$ cat src/rtl/pwm_pkg.sv
// Shared definitions for the PWM stage and its level sequencer: defaults,
// FSM state encoding, command record and the clamp/slew arithmetic.
package pwm_pkg;

  localparam int PWM_UNIT_DEF  = 100;
  localparam int PWM_STEPS_DEF = 15;
  localparam int MAX_LEVEL_DEF = 15;

  typedef enum logic [1:0] {
    IDLE = 2'd0,
    RAMP = 2'd1,
    HOLD = 2'd2
  } state_t;

  typedef struct packed {
    logic signed [5:0] level;
    logic [7:0]        hold;
  } cmd_t;

  function automatic logic signed [5:0] clamp_level(input logic signed [7:0] lvl,
                                                    input logic signed [7:0] lim);
    if (lvl > lim)       return lim[5:0];
    else if (lvl < -lim) return 6'(-lim);
    else                 return lvl[5:0];
  endfunction

  function automatic logic is_clamped(input logic signed [7:0] lvl,
                                      input logic signed [7:0] lim);
    return (lvl > lim) || (lvl < -lim);
  endfunction

  // Move cur toward tgt by at most slew; the difference is taken at 8 bits so it cannot wrap.
  function automatic logic signed [5:0] step_level(input logic signed [5:0] cur,
                                                   input logic signed [5:0] tgt,
                                                   input logic [7:0]        slew);
    logic [7:0] cur_x;
    logic [7:0] diff;
    logic [7:0] mag;
    logic [7:0] res;
    cur_x = {{2{cur[5]}}, cur};
    diff  = {{2{tgt[5]}}, tgt} - cur_x;
    mag   = diff[7] ? (8'd0 - diff) : diff;
    if (mag <= slew)  res = {{2{tgt[5]}}, tgt};
    else if (diff[7]) res = cur_x - slew;
    else              res = cur_x + slew;
    return res[5:0];
  endfunction

endpackage

$ cat src/rtl/pwm_level_sequencer_if.sv
// Command handshake between a command source and the level sequencer.
interface pwm_level_sequencer_if;
  logic              cmd_valid;
  logic              cmd_ready;
  logic signed [7:0] cmd_level;
  logic [7:0]        cmd_hold;

  modport master (output cmd_valid, output cmd_level, output cmd_hold, input  cmd_ready);
  modport slave  (input  cmd_valid, input  cmd_level, input  cmd_hold, output cmd_ready);
endinterface

$ cat src/rtl/pwm_cmd_fifo.sv
// Show-ahead command queue: head entry is always visible on o_data, flush empties it in one edge.
module pwm_cmd_fifo
  import pwm_pkg::*;
#(
  parameter int DEPTH = 4
) (
  input  logic CLK,
  input  logic RESET,
  input  logic i_push,
  input  logic i_pop,
  input  logic i_flush,
  input  cmd_t i_data,
  output cmd_t o_data,
  output logic o_full,
  output logic o_empty
);

  localparam int             AW       = $clog2(DEPTH);
  localparam logic [AW:0]    FULL_CNT = (AW+1)'(DEPTH);

  cmd_t          r_mem [DEPTH];
  logic [AW-1:0] r_wr_ptr;
  logic [AW-1:0] r_rd_ptr;
  logic [AW:0]   r_count;
  logic          w_do_push;
  logic          w_do_pop;

  assign o_full    = (r_count == FULL_CNT);
  assign o_empty   = (r_count == '0);
  assign w_do_push = i_push && !o_full;
  assign w_do_pop  = i_pop && !o_empty;
  assign o_data    = r_mem[r_rd_ptr];

  // NOTE: sequential state uses non-blocking assignments so every register samples pre-edge values.
  always_ff @(posedge CLK) begin
    if (RESET || i_flush) begin
      r_wr_ptr <= '0;
      r_rd_ptr <= '0;
      r_count  <= '0;
    end else begin
      if (w_do_push) r_wr_ptr <= r_wr_ptr + 1'b1;
      if (w_do_pop)  r_rd_ptr <= r_rd_ptr + 1'b1;
      case ({w_do_push, w_do_pop})
        2'b10:   r_count <= r_count + 1'b1;
        2'b01:   r_count <= r_count - 1'b1;
        default: r_count <= r_count;
      endcase
    end
  end

  // NOTE: storage is deliberately not reset; the count gates every read, so stale entries are never seen.
  always_ff @(posedge CLK) begin
    if (w_do_push) r_mem[r_wr_ptr] <= i_data;
  end

endmodule

$ cat src/rtl/pwm_level_sequencer.sv
// Queued (level, hold) commands slewed onto a PWM level that only changes at period boundaries.
module pwm_level_sequencer
  import pwm_pkg::*;
#(
  parameter int PWM_UNIT   = PWM_UNIT_DEF,
  parameter int PWM_STEPS  = PWM_STEPS_DEF,
  parameter int MAX_LEVEL  = MAX_LEVEL_DEF,
  parameter int SLEW_STEP  = 1,
  parameter int FIFO_DEPTH = 4
) (
  input  logic                    CLK,
  input  logic                    RESET,
  input  logic                    enable,
  pwm_level_sequencer_if.slave    cmd_if,
  output logic signed [5:0]       level_out,
  output logic                    period_tick,
  output logic                    busy,
  output logic                    sat_flag
);

  localparam int                PERIOD = PWM_UNIT * PWM_STEPS;
  localparam int                PW     = $clog2(PERIOD);
  localparam logic [7:0]        SLEW8  = 8'(SLEW_STEP);
  localparam logic signed [7:0] MAX8   = 8'(MAX_LEVEL);

  logic [PW-1:0]     r_pcnt;
  logic              r_tick;
  state_t            r_state, w_state_nxt;
  logic signed [5:0] r_level, w_level_nxt;
  logic signed [5:0] r_tgt, w_tgt_nxt;
  logic [7:0]        r_hold, w_hold_nxt;
  logic              r_sat;
  logic              w_take, w_pop, w_push, w_full, w_empty;
  logic signed [5:0] w_stepped;
  cmd_t              w_head, w_push_cmd;

  assign cmd_if.cmd_ready = !w_full && enable && !RESET;
  assign w_push           = cmd_if.cmd_valid && cmd_if.cmd_ready;
  assign w_push_cmd       = '{level: clamp_level(cmd_if.cmd_level, MAX8),
                              hold:  (cmd_if.cmd_hold == 8'd0) ? 8'd1 : cmd_if.cmd_hold};

  pwm_cmd_fifo #(.DEPTH(FIFO_DEPTH)) u_fifo (
    .CLK     (CLK),
    .RESET   (RESET),
    .i_push  (w_push),
    .i_pop   (w_pop),
    .i_flush (!enable),
    .i_data  (w_push_cmd),
    .o_data  (w_head),
    .o_full  (w_full),
    .o_empty (w_empty)
  );

  // Tick is registered one count early so it is high exactly while pcnt == PERIOD-1.
  always_ff @(posedge CLK) begin
    if (RESET) begin
      r_pcnt <= '0;
      r_tick <= 1'b0;
    end else begin
      r_pcnt <= (r_pcnt == PW'(PERIOD-1)) ? '0 : r_pcnt + 1'b1;
      r_tick <= (r_pcnt == PW'(PERIOD-2));
    end
  end

  always_comb begin
    // NOTE: every output of this block gets a default first, so no path can infer a latch.
    w_state_nxt = r_state;
    w_level_nxt = r_level;
    w_tgt_nxt   = r_tgt;
    w_hold_nxt  = r_hold;
    w_take      = 1'b0;
    w_pop       = 1'b0;
    w_stepped   = step_level(r_level, r_tgt, SLEW8);
    if (!enable) begin
      w_state_nxt = IDLE;
      if (r_tick) w_level_nxt = step_level(r_level, 6'sd0, SLEW8);
    end else if (r_tick) begin
      case (r_state)
        IDLE: w_take = !w_empty;
        RAMP: begin
          w_level_nxt = w_stepped;
          if (w_stepped == r_tgt) w_state_nxt = HOLD;
        end
        HOLD: begin
          if (r_hold > 8'd1)  w_hold_nxt  = r_hold - 8'd1;
          else if (!w_empty)  w_take      = 1'b1;
          else                w_state_nxt = IDLE;
        end
        default: w_state_nxt = IDLE;
      endcase
      if (w_take) begin
        w_pop       = 1'b1;
        w_tgt_nxt   = w_head.level;
        w_hold_nxt  = w_head.hold;
        w_level_nxt = step_level(r_level, w_head.level, SLEW8);
        w_state_nxt = (w_level_nxt == w_head.level) ? HOLD : RAMP;
      end
    end
  end

  always_ff @(posedge CLK) begin
    if (RESET) begin
      r_state <= IDLE;
      r_level <= '0;
      r_tgt   <= '0;
      r_hold  <= '0;
      r_sat   <= 1'b0;
    end else begin
      r_state <= w_state_nxt;
      r_level <= w_level_nxt;
      r_tgt   <= w_tgt_nxt;
      r_hold  <= w_hold_nxt;
      r_sat   <= r_sat | (w_push && is_clamped(cmd_if.cmd_level, MAX8));
    end
  end

  assign level_out   = r_level;
  assign period_tick = r_tick;
  assign busy        = (r_state != IDLE) || !w_empty;
  assign sat_flag    = r_sat;

endmodule

$ cat src/flat_wrapper.sv
// flat-port wrapper written by rule: the top's interface ports become plain ports
module pwm_level_sequencer_flat import pwm_pkg::*;
#(
  parameter int PWM_UNIT   = PWM_UNIT_DEF,
  parameter int PWM_STEPS  = PWM_STEPS_DEF,
  parameter int MAX_LEVEL  = MAX_LEVEL_DEF,
  parameter int SLEW_STEP  = 1,
  parameter int FIFO_DEPTH = 4
)
  (CLK, RESET, enable, level_out, period_tick, busy, sat_flag, cmd_if_cmd_valid, cmd_if_cmd_level, cmd_if_cmd_hold, cmd_if_cmd_ready);
  pwm_level_sequencer_if cmd_if_i ();
  input  logic CLK;
  input  logic RESET;
  input  logic enable;
  output logic signed [5:0] level_out;
  output logic period_tick;
  output logic busy;
  output logic sat_flag;
  input wire logic [$bits(cmd_if_i.cmd_valid)-1:0] cmd_if_cmd_valid;
  input wire logic [$bits(cmd_if_i.cmd_level)-1:0] cmd_if_cmd_level;
  input wire logic [$bits(cmd_if_i.cmd_hold)-1:0] cmd_if_cmd_hold;
  output wire logic [$bits(cmd_if_i.cmd_ready)-1:0] cmd_if_cmd_ready;
  assign cmd_if_i.cmd_valid = cmd_if_cmd_valid;
  assign cmd_if_i.cmd_level = cmd_if_cmd_level;
  assign cmd_if_i.cmd_hold = cmd_if_cmd_hold;
  assign cmd_if_cmd_ready = cmd_if_i.cmd_ready;
  pwm_level_sequencer #(.PWM_UNIT(PWM_UNIT), .PWM_STEPS(PWM_STEPS), .MAX_LEVEL(MAX_LEVEL), .SLEW_STEP(SLEW_STEP), .FIFO_DEPTH(FIFO_DEPTH)) u_core (.CLK(CLK), .RESET(RESET), .enable(enable), .cmd_if(cmd_if_i), .level_out(level_out), .period_tick(period_tick), .busy(busy), .sat_flag(sat_flag));
endmodule
$ cat config.mk
export PLATFORM = sky130hd
export DESIGN_NAME = pwm_level_sequencer_flat
export DESIGN_NICKNAME = d
export VERILOG_FILES = /design/src/rtl/pwm_pkg.sv /design/src/rtl/pwm_level_sequencer_if.sv /design/src/rtl/pwm_cmd_fifo.sv /design/src/rtl/pwm_level_sequencer.sv /design/src/flat_wrapper.sv
export SDC_FILE = /design/constraint.sdc
export NUM_CORES = 1
export LEC_CHECK = 0
export CORE_MARGIN = 10
export CORE_UTILIZATION = 30
export CTS_CLUSTER_DIAMETER = 50
export DETAILED_ROUTE_END_ITERATION = 7
export DONT_BUFFER_PORTS = 1
export SLEW_MARGIN = 20
export SYNTH_ARGS = -nofsm -noshare
export SYNTH_HDL_FRONTEND = slang
export SYNTH_SLANG_ARGS = --single-unit
export TNS_END_PERCENT = 5
$ cat constraint.sdc
create_clock -name CLK -period 10.09 [get_ports CLK]
set_input_delay 1.009 -clock CLK [delete_from_list [all_inputs] [get_ports CLK]]
set_output_delay 1.009 -clock CLK [all_outputs]
set_load 0.05 [all_outputs]
After elaboration in Yosys (flattened, before gate mapping)
Memories as Yosys holds them, arrays and structs flattened. A register that Yosys moved wholly into a read port is not among the register bits. Index checks and enable logic that the tools add are counted.

Bits in registers: 42. Memory bits (writable): 56. Input port bits: 20. Output and inout bits: 10. Word-level logic and storage cells: 115. Memories kept: 1.

Memories: u_core.u_fifo.r_mem (depth 4, width 14, read ports 1, clocked after memory_dff 1, write ports 1, RTL line pwm_cmd_fifo.sv:21) `cmd_t r_mem [DEPTH];`.

$add $sub $neg: 14. Magnitude comparators: 6. Equality and inequality tests: 14. Muxes and demuxes: 42. Bitwise gates (word level): 2. Reductions and logical operators: 26.

Operator list (number): $mux 6 (16); $mux 8 (7); $le 8x1->1 const B (3); $sub 1x8->8 const A (3); $eq 11x11->1 const B (2); $mux 2 (7); $sub 6x6->7 (2); $eq 6x6->1 (2); $add 11x1->11 const B (1); $mux 1 (9); $ne 3x1->1 const B (3); $gt 8x1->1 const B (1); $gt 8x5->1 const B (1); $logic_not 8->1 (1); $lt 8x5->1 const B (1); $reduce_bool 2->1 (4); $sub 8x1->8 const B (1); $sub 1x6->7 const A (1); $add 6x2->6 const B (1); $logic_and 1x1->1 (6); $pmux 2 s3 (1); $pmux 3 s2 (1); $sub 6x2->6 const B (1); $reduce_and 5->1 (1); 19 further kinds (28).

Logic depth before layout (Yosys ltp)
Gate-level depths: netlist (run 1).

Depth in word-level cells: 12. Mapped depth: 15. Gate-level depth less buffers: 14.

By module
Synthesis (run 1) repeated with hierarchy kept, for this count alone.

Cells, all modules: 561. Area total of the unflattened synthesis: 5860.6 um2.

Modules (own cells, without submodules): pwm_level_sequencer (instances 1, cells an instance 432, area an instance 3347.0 um2, sequential area each 700.7 um2); pwm_cmd_fifo (instances 1, cells an instance 129, area an instance 2513.7 um2, sequential area each 1861.8 um2).

Least setup slack after synthesis (run 1)
OpenSTA, ideal clock, no wires.

Kind: input to register. Start: input enable. End: register u_core.u_fifo.r_count[2]. Setup time: 71 ps. Data arrival time: 3683 ps. Data required time: 10019 ps. Path slack: 6337 ps. Stages on the path: 12. Path buffers: 2. Cells stage by stage: clkbuf_1 > nand2b_1 > a31oi_1 > and2_0 > clkbuf_1 > inv_1 > ha_1 > inv_1 > fa_1 > xor2_1 > or3_1 > a21oi_1.

Word-level cells in the longest chain between the ends: 6. Elaborated cells between the ends (all ways): 12. Classes of those cells: 2 x eq/ne; 2 x mux; 8 x reduce/logical.

Ends and longest elaborated chain: start: declaration (RTL line flat_wrapper.sv:14) `input logic enable;`; $logic_and 1x1->1 (*) (2 in a row) (RTL line pwm_level_sequencer.sv:37) `assign cmd_if.cmd_ready = !w_full && enable && !RESET;`; net cmd_if_cmd_ready (RTL line flat_wrapper.sv:22) `output wire logic [$bits(cmd_if_i.cmd_ready)-1:0] cmd_if_cmd_ready;`; $logic_and 1x1->1 (*) (RTL line pwm_level_sequencer.sv:38) `assign w_push = cmd_if.cmd_valid && cmd_if.cmd_ready;`; $logic_and 1x1->1 (*) (RTL line pwm_cmd_fifo.sv:30) `assign w_do_push = i_push && !o_full;`; $eq 2x1->1 or $eq 2x2->1 (tied branches) (RTL line pwm_cmd_fifo.sv:43) `case ({w_do_push, w_do_pop})`; $pmux 3 s2 or $reduce_bool 2->1 (tied branches); end signal: assignment (RTL line pwm_cmd_fifo.sv:44) `2'b10: r_count <= r_count + 1'b1;`; end signal: assignment (RTL line pwm_cmd_fifo.sv:45) `2'b01: r_count <= r_count - 1'b1;`; end signal: assignment (RTL line pwm_cmd_fifo.sv:46) `default: r_count <= r_count;`; end: declaration (RTL line pwm_cmd_fifo.sv:24) `logic [AW:0] r_count;`.

The timed path passes the listed nets; every way through them passes the cells marked *. A chain may end at the register's enable or synchronous reset.

==> results of run 1 <==
-- cell usage in the layout (no fill, tap or decap), drive strengths merged, types with 3 or more instances in the layout --
cell      n
edfxtp   56
nor2     54
dfxtp    44
nand2    39
a21oi    34
inv      32
o21ai    30
xnor2    29
ha       25
nand3    18
mux2i    15
mux4     14
xor2     14
nor3     14
and3     12
a211oi   12
nor4      9
clkbuf    9
o21a      6
nand2b    5
nand4     5
or3       5
a31oi     5
clkinv    5
a221oi    4
buf       4
o211ai    3
nor2b     3
fa        3
or2       3
o2bb2ai   3
mux2      3
-- flip-flops by register name, indices dropped and copies added, names as in the netlist, named ones only --
name,flops
u_core.u_fifo.r_rd_ptr,2
u_core.sat_flag,1
u_core.r_hold,8
u_core.level_out,6
u_core.u_fifo.r_count,3
u_core.r_tgt,6
u_core.period_tick,1
u_core.u_fifo.r_wr_ptr,2
u_core.u_fifo.r_mem,56
u_core.r_pcnt,11
u_core.r_state,2
-- how the worst min path moves through the flow --
| stage | to |
|---|---|
| after floorplan | u_core.r_pcnt[0] |
| after global placement | u_core.r_pcnt[0] |
| after detailed placement | u_core.r_pcnt[0] |
| after CTS | u_core.r_pcnt[0] |
| after global routing | u_core.r_pcnt[0] |
| final | u_core.r_pcnt[0] |
-- per-stage QoR --
step / setup WS, ns / util [%]
after detailed placement: 5.749 / 31.85
after global placement: 5.829 / 31.85
final: 5.790 / 33.48
after global routing: 5.445 / 33.48
after floorplan: 6.337 / -
after CTS: 5.736 / 33.48
-- area by class of cell --
class / instances / area [sq um] / area share, %
multi-input cells: 397 / 2987 / 47.21
clock inverters: 7 / 83.83 / 1.325
clock buffers: 9 / 225.2 / 3.560
well taps: 260 / 325.3 / 5.142
inverters: 30 / 112.6 / 1.780
flip-flops and latches: 100 / 2562 / 40.51
repair buffers: 4 / 30.03 / 0.4747
-- kinds of logic after synthesis --
logic type               after synthesis  synth area share [%]
XOR/XNOR                              45                 7.381
buffers and inverters                 63                 4.670
multiplexers                          32                 8.586
AND/OR/NAND/NOR                      177                 15.19
flip-flops                           100                 44.07
adder cells (fa/ha/maj)               28                 6.413
AO/OA/AOI/OAI                        115                 13.69
-- power by group --
group	total (mW)	leakage [nW]	switching, mW	internal, mW
sequential	0.436	0.863	0.00241	0.433
clock	0.349	0.151	0.171	0.178
combinational	0.0335	1.13	0.0207	0.0128
total	0.818	2.14	0.194	0.624
-- per-layer routing --
metal / track usage [%] / routed length [um] / up-vias
met3: 2.143 / 629 / 7
met1: 13.22 / 5990 / 2053
li1: - / - / 1995
met5: 0 / 0 / -
met2: 17.31 / 6367 / 79
met4: 3.075 / 110 / 0
==> reports/qor.csv, run 1 <==
metric;value;unit
worstMarginPinSlew;0.9511;ns
gp_congestion;0.8397;
cts_setup_buffers;0;
drc;0;
slew_viol_final;0;
grt_pass1_wl;21790;um
wl_per_cell;16.23;um
worst-setup-path-type;reg -> reg;
avgSynthCellArea;10.38;sq um
finalHoldViolations;0;
critPathMaxStageDelay;0.93;ns
regToRegSetupSlack;5.79;ns
cts_made_buffers;9;
cts_tree;yes;
dr.pass1.iters;5;
p_leak;2.143;nW
hold-worst-slack;0.4635;ns
crit_fanout;14;
synth_nets;608;
portBuffers;0;
min_path_type;reg -> reg;
critical_path_depth;14;
area_delta_synth_final;8.801;%
grt_start_max_net_pins;25;
antenna_found_initial;0;
ioPinCount;30;
die_area;0.02535;sq mm
p_total;0.8180;mW
seq_area_frac_synth;44.07;%
ant_nets;0;
stdcell_count;807;
nFillCells;1953;
h-tree-depth;3;
cts_resized;0;
fin_crit;4.300;ns
cp_cell_sequence;mux4_2, inv_1, ha_1, inv_1, fa_1, a211oi_2, nor2_2, or2_1, o32a_1, o221a_1, nand2_2, mux2_1, o211ai_1, a221oi_1;
dpl_cell_area;0.006017;sq mm
synth_edf_count;56;
hp-start;u_core.r_pcnt[0];
clockBufferDepth;2;
fin_crit_sh;42.61;%
netlist_top_cells_area;edfxtp_1 (29%), dfxtp_1 (15%), mux4_2 (5.4%);
path_buf_inv;2;
place_inst;791;
root_buffer;clkbuf_16;
clkLatencyLatePin;0.35;ns
std_cell_rows;50;
core_area;0.01889;sq mm
vias_per_cell;5.123;
synth_area_leader_cell;edfxtp_1;
power.density;129.3;mW/mm^2
final_nets;590;
max_freq;232.6;MHz
crit_arrival;4.51;ns
post_synth_num_cell_types;72;
slew-limit-headroom;36.51;%
crit_end;u_core.level_out[2];
rsz0062_at_grt;no;
skew;0.01605;ns
syn_inst;560;
synthTopCellsByCount;edfxtp_1 (56), nor2_1 (52), dfxtp_1 (44), nand2_1 (38), a21oi_1 (32);
clkSinkCount;100;
clk_pin_slew;0.08;ns
critPathCaptureType;flip-flop;
timing.rr.end;u_core.level_out[2];
die_width;159.2;um
drt_iter0_drc;309;
grt_overflow;0;
whs_path_depth;1;
synth_seq_cells;100;
postLayoutCellArea;0.006326;sq mm
reg2regPathDepth;14;
holdBufCountCts;0;
crit_family;multiplexers;
cap_violations;0;
setup_violations;0;
worstPathRequired;10.30;ns
synthArstFlopShare;0;%
ir_drop;0.0001055;V
cp_common_cell;inv_1;
yosysMostFrequentCell;edfxtp_1;
die_h;159.2;um
start_util;30.77;%
netlist_area;0.005814;sq mm
grt_pass1_vias;4198;
drt-total-wl;13100;um
cp_slowest_cell;dfxtp_1;
n_antenna_cell;0;
drive_gt1_share;11.15;%
status;finished clean;
vias;4134;
synth_top_area_share;28.92;%
yosys_warnings;0;
yosys_most_used_dff;edfxtp_1;
fin_setup_tns;0;ns
grt_usage;10.38;%
start_kind;flip-flop;
dp_hpwl;9544;um
No activity file was read; power rests on OpenSTA's default activity.
==> run 2, diff against run 1 <==
clock period = 4 ns   (was 10.09 ns; I/O delays follow)
==> reports/qor.csv, run 2 (synthesis results as in run 1) <==
metric;value;unit
drt-total-wl;13220;um
reg2regPathDepth;14;
cts_setup_buffers;0;
p_leak;2.196;nW
vias_per_cell;5.029;
cap_violations;0;
fin_crit_sh;92.61;%
crit_arrival;3.92;ns
holdBufCountCts;0;
cts_made_buffers;9;
timing.rr.end;u_core.level_out[4];
critPathMaxStageDelay;0.61;ns
area_delta_synth_final;10.05;%
place_inst;801;
hold-worst-slack;0.1222;ns
stdcell_count;817;
ir_drop;0.0002237;V
status;finished clean;
whs_path_depth;1;
grt_start_max_net_pins;25;
fin_crit;3.704;ns
largest_reg_flops;56;
fin_ws;0.2957;ns
mostFrequentLayoutCells;edfxtp_1 (56), nor2_1 (52), dfxtp_1 (44), nand2_1 (38), a21oi_1 (32);
drive_gt1_share;12.75;%
cp_cell_sequence;mux4_2, inv_1, ha_1, inv_1, fa_1, a211oi_2, nor2_2, or2_1, o32a_1, o221a_1, nand2_2, mux2_2, o211ai_1, a221oi_1;
cp_common_cell;inv_1;
hp-start;RESET;
rsz0062_at_grt;no;
clkSinkCount;100;
ioPinCount;30;
dp_hpwl;9980;um
grt_usage;10.36;%
nFillCells;1907;
crit_fanout;6;
clk_pin_slew;0.08;ns
final_nets;600;
critPathCaptureType;flip-flop;
top_regs;u_core.u_fifo.r_mem: 56 flops, u_core.r_pcnt: 11 flops, u_core.r_hold: 8 flops;
drc;0;
fin_setup_tns;0;ns
std_cell_rows;50;
gp_congestion;0.9031;
core_area;0.01889;sq mm
cts_resized;0;
worstPathRequired;4.21;ns
worstMarginPinSlew;0.8013;ns
setup_violations;0;
die_h;159.2;um
die_area;0.02535;sq mm
wl_per_cell;16.18;um
final_common_cell;edfxtp_1;
cp_slowest_cell;mux4_2;
ant_nets;0;
clkLatencyLatePin;0.35;ns
antenna_found_initial;0;
finalHoldViolations;0;
regMostFlops;u_core.u_fifo.r_mem;
drt_iter0_drc;358;
n_antenna_cell;0;
skew;0.006921;ns
grt_pass1_vias;4147;
grt_pass1_wl;21610;um
dp_slack;0.3343;ns
dpl_cell_area;0.006092;sq mm
p_total;2.066;mW
worst-setup-path-type;reg -> reg;
grt_overflow;0;
portBuffers;0;
slew-limit-headroom;46.17;%
h-tree-depth;3;
regToRegSetupSlack;0.30;ns
root_buffer;clkbuf_16;
power.density;322.8;mW/mm^2
min_path_type;in -> reg;
start_kind;flip-flop;
start_util;30.77;%
clockBufferDepth;2;
cts_tree;yes;
min_to;u_core.r_tgt[0];
post-route-util;33.87;%
die_width;159.2;um
vias;4109;
max_freq;270.0;MHz
slew_viol_final;0;
postLayoutCellArea;0.006399;sq mm
dr.pass1.iters;5;
==> run 2: worst max path at each step <==
stage	startpoint	endpoint	slack (ns)
after floorplan	flip-flop	u_core.level_out[5]	0.32
after global placement	flip-flop	u_core.level_out[4]	0.38
after detailed placement	flip-flop	u_core.level_out[4]	0.33
after CTS	flip-flop	u_core.level_out[2]	0.31
after global routing	flip-flop	u_core.level_out[5]	0.009
final	flip-flop	u_core.level_out[4]	0.30
==> run 2: layer usage <==
layer | wire [um] | up-vias | GRT usage (%)
met5 | 0 | - | 0
met4 | 184 | 0 | 3.159
met3 | 681 | 12 | 2.375
met2 | 6384 | 92 | 17.29
met1 | 5971 | 1978 | 13.01
li1 | - | 2027 | -
==> run 2: cell type report <==
cell class | count | area (sq um) | share of cell area, %
Tap cell | 260 | 325.3 | 5.084
Clock buffer | 9 | 225.2 | 3.520
Sequential cell | 100 | 2562 | 40.05
Multi-Input combinational cell | 397 | 2987 | 46.68
Clock inverter | 7 | 81.33 | 1.271
Inverter | 30 | 112.6 | 1.760
Timing Repair Buffer | 14 | 105.1 | 1.643
==> run 2: critical path: cells and delay by family, from the launching register on <==
kind / cells / cell delay, ns
adder cells (fa/ha/maj): 2 / 0.59
flip-flops: 1 / 0.41
AO/OA/AOI/OAI: 5 / 0.95
buffers and inverters: 2 / 0.15
multiplexers: 2 / 0.96
AND/OR/NAND/NOR: 3 / 0.52
==> run 2: power by group <==
group          switching [mW]  leakage [nW]  internal, mW
Combinational          0.0518          1.18        0.0329
Clock                   0.431         0.150         0.450
Sequential            0.00619         0.863          1.09
Total                   0.489          2.20          1.58
